[src/rtl/deserializer_if.sv]
// Serial-in / parallel-out bus of the deserializer.
// The master drives serial bits and par_ready; the slave (the deserializer) returns words.
interface deserializer_if #(
  parameter int unsigned WIDTH = 8
);
  logic             ser_i;
  logic             bit_en;
  logic             sof;
  logic             par_ready;
  logic [WIDTH-1:0] par_data;
  logic             par_valid;
  logic             busy;
  logic             frame_err;
  logic             overrun;

  modport master (
    output ser_i, bit_en, sof, par_ready,
    input  par_data, par_valid, busy, frame_err, overrun
  );

  modport slave (
    input  ser_i, bit_en, sof, par_ready,
    output par_data, par_valid, busy, frame_err, overrun
  );
endinterface

[src/rtl/deserializer.sv]
// Framed serial-to-parallel receiver with a one-deep ready/valid output register.
// Flags frame errors (sof mid-word) and overruns (completed word dropped).
module deserializer #(
  parameter int unsigned WIDTH     = 8,
  parameter bit          MSB_FIRST = 1'b1
) (
  input  logic          clk,
  input  logic          rst,
  deserializer_if.slave bus
);

  localparam int unsigned CW = (WIDTH > 2) ? $clog2(WIDTH) : 1;
  localparam logic [CW-1:0] LastCnt = CW'(WIDTH - 1);

  typedef enum logic [0:0] {StIdle, StShift} state_e;

  state_e           state_q, state_d;
  logic [WIDTH-1:0] shift_q, shift_d;
  logic [CW-1:0]    cnt_q, cnt_d;
  logic [WIDTH-1:0] data_q, data_d;
  logic             valid_q, valid_d;
  logic             frame_err_q, frame_err_d;
  logic             overrun_q, overrun_d;

  logic [WIDTH-1:0] shifted;
  logic [WIDTH-1:0] first;
  logic             complete;

  always_comb begin
    if (MSB_FIRST) begin
      shifted = {shift_q[WIDTH-2:0], bus.ser_i};
      first   = {{(WIDTH-1){1'b0}}, bus.ser_i};
    end else begin
      shifted = {bus.ser_i, shift_q[WIDTH-1:1]};
      first   = {bus.ser_i, {(WIDTH-1){1'b0}}};
    end
  end

  always_comb begin
    state_d     = state_q;
    shift_d     = shift_q;
    cnt_d       = cnt_q;
    data_d      = data_q;
    valid_d     = valid_q;
    frame_err_d = 1'b0;
    overrun_d   = 1'b0;
    complete    = 1'b0;

    case (state_q)
      StIdle: begin
        if (bus.bit_en && bus.sof) begin
          shift_d = first;
          cnt_d   = CW'(1);
          state_d = StShift;
        end
      end
      StShift: begin
        if (bus.bit_en) begin
          // sof wins over completion: a sof on the last bit aborts the word.
          if (bus.sof) begin
            frame_err_d = 1'b1;
            shift_d     = first;
            cnt_d       = CW'(1);
          end else if (cnt_q == LastCnt) begin
            complete = 1'b1;
            shift_d  = shifted;
            cnt_d    = '0;
            state_d  = StIdle;
          end else begin
            shift_d = shifted;
            cnt_d   = cnt_q + CW'(1);
          end
        end
      end
      default: state_d = StIdle;
    endcase

    if (complete) begin
      // A word held but accepted this cycle frees the register for the new one.
      if (!valid_q || bus.par_ready) begin
        data_d  = shifted;
        valid_d = 1'b1;
      end else begin
        overrun_d = 1'b1;
      end
    end else if (valid_q && bus.par_ready) begin
      valid_d = 1'b0;
    end
  end

  always_ff @(posedge clk or posedge rst) begin
    if (rst) begin
      state_q     <= StIdle;
      shift_q     <= '0;
      cnt_q       <= '0;
      data_q      <= '0;
      valid_q     <= 1'b0;
      frame_err_q <= 1'b0;
      overrun_q   <= 1'b0;
    end else begin
      state_q     <= state_d;
      shift_q     <= shift_d;
      cnt_q       <= cnt_d;
      data_q      <= data_d;
      valid_q     <= valid_d;
      frame_err_q <= frame_err_d;
      overrun_q   <= overrun_d;
    end
  end

  assign bus.par_data  = data_q;
  assign bus.par_valid = valid_q;
  assign bus.busy      = (state_q == StShift);
  assign bus.frame_err = frame_err_q;
  assign bus.overrun   = overrun_q;

endmodule

[src/flat_wrapper.sv]
// flat-port wrapper written by rule: the top's interface ports become plain ports
module deserializer_flat 
#(
  parameter int unsigned WIDTH     = 8,
  parameter bit          MSB_FIRST = 1'b1
)
  (clk, rst, bus_ser_i, bus_bit_en, bus_sof, bus_par_ready, bus_par_data, bus_par_valid, bus_busy, bus_frame_err, bus_overrun);
  deserializer_if #(.WIDTH(WIDTH)) bus_i ();
  input  logic clk;
  input  logic rst;
  input wire logic [$bits(bus_i.ser_i)-1:0] bus_ser_i;
  input wire logic [$bits(bus_i.bit_en)-1:0] bus_bit_en;
  input wire logic [$bits(bus_i.sof)-1:0] bus_sof;
  input wire logic [$bits(bus_i.par_ready)-1:0] bus_par_ready;
  output wire logic [$bits(bus_i.par_data)-1:0] bus_par_data;
  output wire logic [$bits(bus_i.par_valid)-1:0] bus_par_valid;
  output wire logic [$bits(bus_i.busy)-1:0] bus_busy;
  output wire logic [$bits(bus_i.frame_err)-1:0] bus_frame_err;
  output wire logic [$bits(bus_i.overrun)-1:0] bus_overrun;
  assign bus_i.ser_i = bus_ser_i;
  assign bus_i.bit_en = bus_bit_en;
  assign bus_i.sof = bus_sof;
  assign bus_i.par_ready = bus_par_ready;
  assign bus_par_data = bus_i.par_data;
  assign bus_par_valid = bus_i.par_valid;
  assign bus_busy = bus_i.busy;
  assign bus_frame_err = bus_i.frame_err;
  assign bus_overrun = bus_i.overrun;
  deserializer #(.WIDTH(WIDTH), .MSB_FIRST(MSB_FIRST)) u_core (.clk(clk), .rst(rst), .bus(bus_i));
endmodule
[config.mk]
export PLATFORM = sky130hd
export DESIGN_NAME = deserializer_flat
export DESIGN_NICKNAME = d
export VERILOG_FILES = /design/src/rtl/deserializer_if.sv /design/src/rtl/deserializer.sv /design/src/flat_wrapper.sv
export SDC_FILE = /design/constraint.sdc
export NUM_CORES = 1
export LEC_CHECK = 0
export ABC_AREA = 1
export BUFFER_PORTS_ARGS = -buffer_cell sky130_fd_sc_hd__buf_2
export CAP_MARGIN = 30
export CORE_ASPECT_RATIO = 1.2
export CORE_MARGIN = 5
export CORE_UTILIZATION = 51
export DETAILED_ROUTE_END_ITERATION = 12
export PLACE_DENSITY = 0.83
export SETUP_SLACK_MARGIN = 0.05
export SLEW_MARGIN = 20
export SYNTH_ARGS = -nofsm -noshare
export SYNTH_HDL_FRONTEND = slang
export SYNTH_SLANG_ARGS = --single-unit
[constraint.sdc]
create_clock -name clk -period 1.35 [get_ports clk]
set_input_delay 0.2025 -clock clk [delete_from_list [all_inputs] [get_ports clk]]
set_output_delay 0.2025 -clock clk [all_outputs]
set_load 0.01 [all_outputs]
# ---- After elaboration in Yosys (flattened, before gate mapping)
# Cells that the tools add are included.
# W data, S select, Z words.
dict set report word_totals {
  reg_bits 22
  latch_bits 0
  ram_bits 0
  rom_bits 0
  word_cells 47
  mem_count 0
}
dict set report classes {
  addsub 1
  multipliers 0
  n_div 0
  magnitude_cmp 0
  n_eq_ne 4
  shifts 0
  n_mux 26
  n_bitwise 1
  n_reduce_logical 8
}
# op count
set ops {}
lappend ops {{$mux W7} 3}
lappend ops {{$mux W1} 16}
lappend ops {{$pmux W7 S2} 1}
lappend ops {{$mux W3} 4}
lappend ops {{$pmux W3 S2} 1}
lappend ops {{$reduce_and A2 Y1} 3}
lappend ops {{$ne A2 B2 Y1 const B} 2}
lappend ops {{$add A3 B1 Y3 const B} 1}
lappend ops {{$eq A3 B3 Y1 const B} 1}
lappend ops {{$logic_and A1 B1 Y1} 2}
lappend ops {{$ne A2 B1 Y1 const B} 1}
lappend ops {{$pmux W1 S2} 1}
lappend ops {{$reduce_bool A2 Y1} 1}
lappend ops {{$logic_not A1 Y1} 1}
lappend ops {{$logic_or A1 B1 Y1} 1}
lappend ops {{$not A1 Y1} 1}

# ---- Depth between registers and ports, before layout
dict set report logic_depth {
  ltp_word 7
  ltp_mapped 6
  mapped_depth_nobuf 5
}

# ---- Least setup slack after synthesis
# Ideal clock, no wire load.
dict set report synth_timing {
  path_type {flip-flop to flip-flop}
  from {reg u_core.cnt_q[0]}
  to {reg u_core.data_q[0] (netlist: u_core.bus.par_data[0])}
  setup_time_ns 0.117
  arrival_ns 1.070
  path_slack_ns 0.163
  path_stages_with_launch 6
  path_buffers 1
  cell_sequence {dfrtp_1 > ha_1 > ha_1 > buf_2 > nand4_1 > nand2_1}
}
dict set report synth_via {
  elab_chain_cells 6
}
# element line
set synth_rtl {}
lappend synth_rtl {{start, declared} deserializer.sv:19} ;# logic [CW-1:0] cnt_q, cnt_d;
lappend synth_rtl {{start signal, assigned} deserializer.sv:103} ;# cnt_q <= cnt_d;
lappend synth_rtl {{$eq A3 B3 Y1} deserializer.sv:64} ;# end else if (cnt_q == LastCnt) begin
lappend synth_rtl {{$mux W1} deserializer.sv:64}
lappend synth_rtl {{$mux W1} deserializer.sv:60} ;# if (bus.sof) begin
lappend synth_rtl {{$mux W1} deserializer.sv:58} ;# if (bus.bit_en) begin
lappend synth_rtl {{$mux W1} deserializer.sv:49} ;# case (state_q)
lappend synth_rtl {{$reduce_and A2 Y1 (no source line)} --}
lappend synth_rtl {{end signal, assigned} deserializer.sv:104} ;# data_q <= data_d;
lappend synth_rtl {{end, declared} deserializer.sv:20} ;# logic [WIDTH-1:0] data_q, data_d;
# No other way between the ends.
# A chain may end at the register's enable or synchronous reset.

# ---- Final worst setup path
dict set report layout_timing {
  from {reg u_core.state_q (netlist: u_core.bus.busy)}
  to {reg u_core.data_q[6] (netlist: u_core.bus.par_data[6])}
}
dict set report layout_via {
  elab_chain_cells 2
}
# element line
set layout_rtl {}
lappend layout_rtl {{start, declared} deserializer.sv:17} ;# state_e state_q, state_d;
lappend layout_rtl {{start signal, assigned} deserializer.sv:93} ;# state_q <= StIdle;
lappend layout_rtl {{start signal, assigned} deserializer.sv:101} ;# state_q <= state_d;
lappend layout_rtl {{$mux W1} deserializer.sv:49}
lappend layout_rtl {{$reduce_and A2 Y1 (no source line)} --}
# No other way between the ends.

==> parameters.txt <==
Parameter                              Value

Outcome
  Run status ... finished, final reports clean

Logic synthesis
  Cell type with the largest total area after synthesis ... sky130_fd_sc_hd__dfrtp_1
  Leading register cell type out of synthesis ... sky130_fd_sc_hd__dfrtp_1
  Number of instances in the synthesized netlist ... 93
  Library cell with the highest instance count after synthesis ... sky130_fd_sc_hd__nand2_1
  Number of unique standard cell types used by synthesis ... 16
  Avg Inst Size Synth ... 9.69 µm²
  Synth cell count leaders ... sky130_fd_sc_hd__nand2_1 (30), sky130_fd_sc_hd__dfrtp_1 (22), sky130_fd_sc_hd__inv_1 (10)
  Number of synthesized flops with an enable pin ... 0
  Post-Synthesis Cell Area ... 901 µm²
  Synthesis-stage register bit count ... 22
  Synth top area cells ... sky130_fd_sc_hd__dfrtp_1 (61%), sky130_fd_sc_hd__nand2_1 (13%), sky130_fd_sc_hd__nand4_1 (5.6%)
  Synthesized netlist net count ... 101
  Post-synth ARST share ... 1.00
  Warning count from the yosys run ... 0
  Post-synthesis sequential area ratio ... 0.611
  Area share of the largest cell type after synthesis ... 0.611

Cells and area
  Ratio of cells with drive above 1 in the final layout ... 0.243
  FILL cells ... 128
  Diode count ... 0
  Final cell utilization of the core ... 0.658
  Multi-input combinational cell area ... 313 µm²
  Register area ... 551 µm²
  Final cell area excluding filler cells ... 1090 µm²
  Relative area change from synthesis to final layout ... 21.4%
  Net count, final ... 124

Placed design
  PortBufs ... 17
  DP Area ... 1010 µm²
  Global placer's final weighted congestion ... 0.792
  Detailed placement HPWL ... 1330 µm

Global route
  Initial antenna violation count ... 0
  First-pass GRT wire length ... 3260 µm
  Total global-route track usage ... 0.151
  Largest net degree at the start of global routing ... 15
  Vias in the first global route ... 741
  Total overflow reported by the global router ... 0

Detailed routing
  Antenna violation net count after detailed routing ... 0
  Routed via count divided by cell count ... 5.48
  Iter 0 DRT Violations ... 31
  Final wirelength ... 1860 µm
  DR DRC count ... 0
  Vias ... 729
  Average wire per standard cell ... 14.0 µm
  Count of TritonRoute iterations in the first routing pass ... 4

Floorplanning
  Standard cell core area ... 1660 µm²
  Die area ... 2710 µm²
  DIE HEIGHT ... 56.0 µm
  Number of standard-cell rows in the floorplan ... 16
  Total I/O pin count ... 18
  Horiz. Die Dim ... 48.4 µm
  Effective utilization at floorplan ... 0.542

Clock network
  TritonCTS clock tree ... done
  Clock sink count ... 22
  Deepest level of the CTS H-tree ... 1
  Clock transition at the registers of the reported paths ... 130 ps
  Clock root cell ... sky130_fd_sc_hd__clkbuf_4
  Post-CTS setup repair buffer count ... 0
  Clock buffer count from CTS ... 3
  CTS Buffer Depth ... 2
  Later-pin clock latency in the skew report ... 310 ps

Worst hold path
  Worst Hold Launch ... bus_ser_i
  Min-Delay Endpoint ... u_core.shift_q[0]$_DFFE_PP0P_
  Number of instances on the worst hold path ... 3
  Hold Crit Class ... input pin to register

Setup path
  Logic depth of the worst register-to-register path ... 5
  CP Data Required Time ... 1600 ps
  Category of the critical setup timing path ... register to register
  Reg-to-reg setup timing slack ... 160 ps
  Critical Path AT ... 1440 ps
  FF-to-FF End ... u_core.bus.par_data[6]$_DFFE_PP0P_
  Largest driver fanout on the critical path ... 8
  Sort of element at the end of the critical path ... register
  Origin of the critical flop-to-flop path ... u_core.bus.busy$_DFF_PP0_
  Startpoint type of the worst setup path ... register

STA
  Worst Tran Pin Value ... 324 ps
  Clock Skews ... 12.5 ps
  Maximum clock frequency ... 840 MHz
  Final period utilization ... 0.882
  Tmin final ... 1190 ps
  Worst relative slew slack ... 0.784
  Setup repair after global routing missed its margin ... false
  Final setup violation count ... 0
  Final Max Slew Viols ... 0
  Hold Fails Final Rpt ... 0

Power
  PD cells ... 1250 nW/µm²
  Leakage component of the power ... 0.600 nW
  Peak supply drop ... 0.696 mV

Flow run
  Max_cap viols ... 0
## critical path, stage by stage (launching register included)
cell and delay, ps:
sky130_fd_sc_hd__dfrtp_1 410, sky130_fd_sc_hd__nand2_2 150, sky130_fd_sc_hd__nor2_4 210, sky130_fd_sc_hd__buf_4 190, sky130_fd_sc_hd__nand4_1 100, sky130_fd_sc_hd__nand2_1 80
## state kept, by name (all words and copies together), names as in the netlist
name                  flops
u_core.cnt_q              3
u_core.bus.overrun        1
u_core.bus.par_valid      1
u_core.bus.frame_err      1
u_core.bus.par_data       8
u_core.bus.busy           1
u_core.shift_q            7
## cells in the final DEF (no fill, tap or decap), types with 3 or more instances in the layout
cell	n
sky130_fd_sc_hd__buf_4	3
sky130_fd_sc_hd__buf_2	17
sky130_fd_sc_hd__clkbuf_4	3
sky130_fd_sc_hd__nor2_1	3
sky130_fd_sc_hd__nand3_1	5
sky130_fd_sc_hd__nand2_1	30
sky130_fd_sc_hd__o22ai_1	5
sky130_fd_sc_hd__inv_1	10
sky130_fd_sc_hd__dfrtp_1	22
sky130_fd_sc_hd__nand4_1	8
## stage by stage
step / total power, mW / cells / TNS, ps / worst slack, ps / hold WS (ps)
2_1_floorplan: 0.812 / 93 / 0 / 163 / 192
3_3_place_gp: 0.853 / 128 / 0 / 10.7 / 160
3_5_place_dp: 0.861 / 128 / -522 / -73.8 / 168
4_1_cts: 1.37 / 133 / 0 / 119 / 110
5_1_grt: 1.41 / 133 / 0 / 44.3 / 161
6_report: 1.36 / 133 / 0 / 159 / 113
## cells by family (layout without fill, tap and decap cells)
group	Yosys count	in the layout	synth area share
buffers and inverters	13	35	0.0639
AND/OR/NAND/NOR	49	49	0.251
AO/OA/AOI/OAI	7	7	0.0458
flip-flops	22	22	0.611
adder cells (fa/ha/maj)	2	2	0.0278
## worst max path at each step
stage | from | to | slack [ps] | cells past startpoint
floorplan | u_core.cnt_q[0]$_DFFE_PP0P_ | u_core.bus.par_data[0]$_DFFE_PP0P_ | 160 | 5
global placement | u_core.cnt_q[0]$_DFFE_PP0P_ | u_core.bus.par_data[3]$_DFFE_PP0P_ | 10 | 5
detailed placement | u_core.cnt_q[0]$_DFFE_PP0P_ | u_core.bus.par_data[5]$_DFFE_PP0P_ | -70 | 5
CTS | u_core.cnt_q[0]$_DFFE_PP0P_ | u_core.bus.par_data[7]$_DFFE_PP0P_ | 120 | 5
global route | u_core.bus.busy$_DFF_PP0_ | u_core.bus.par_data[2]$_DFFE_PP0P_ | 40 | 5
finish | u_core.bus.busy$_DFF_PP0_ | u_core.bus.par_data[6]$_DFFE_PP0P_ | 160 | 5
## report_power, final
group	total, mW	switching (mW)	internal, mW
logic	0.144	0.0876	0.0559
clock network	0.502	0.202	0.300
registers	0.719	0.0252	0.694
## layer usage
metal	routed length, µm	share of wire	vias to the layer above	GRT usage
li1	-	-	351	-
met1	754	0.40	352	0.167
met2	975	0.52	22	0.267
met3	100	0.054	4	0.0322
met4	31	0.017	0	0.0711
met5	0	0	-	0
## layout make-up
class                           count  area share
Clock buffer                        3      0.0206
Clock inverter                      1      0.0275
Inverter                           10      0.0343
Multi-Input combinational cell     58       0.286
Sequential cell                    22       0.503
Tap cell                           18      0.0206
Timing Repair Buffer               21       0.108
## timing repair
item | CTS | global route
endpoints found under the hold margin | 8 | 0
gates resized for setup | 2 | 1
pin swaps | 0 | 0
hold buffers | 1 | 0
endpoints found under the setup margin | 8 | 7
Note: power is estimated with default switching activity, not from simulation.
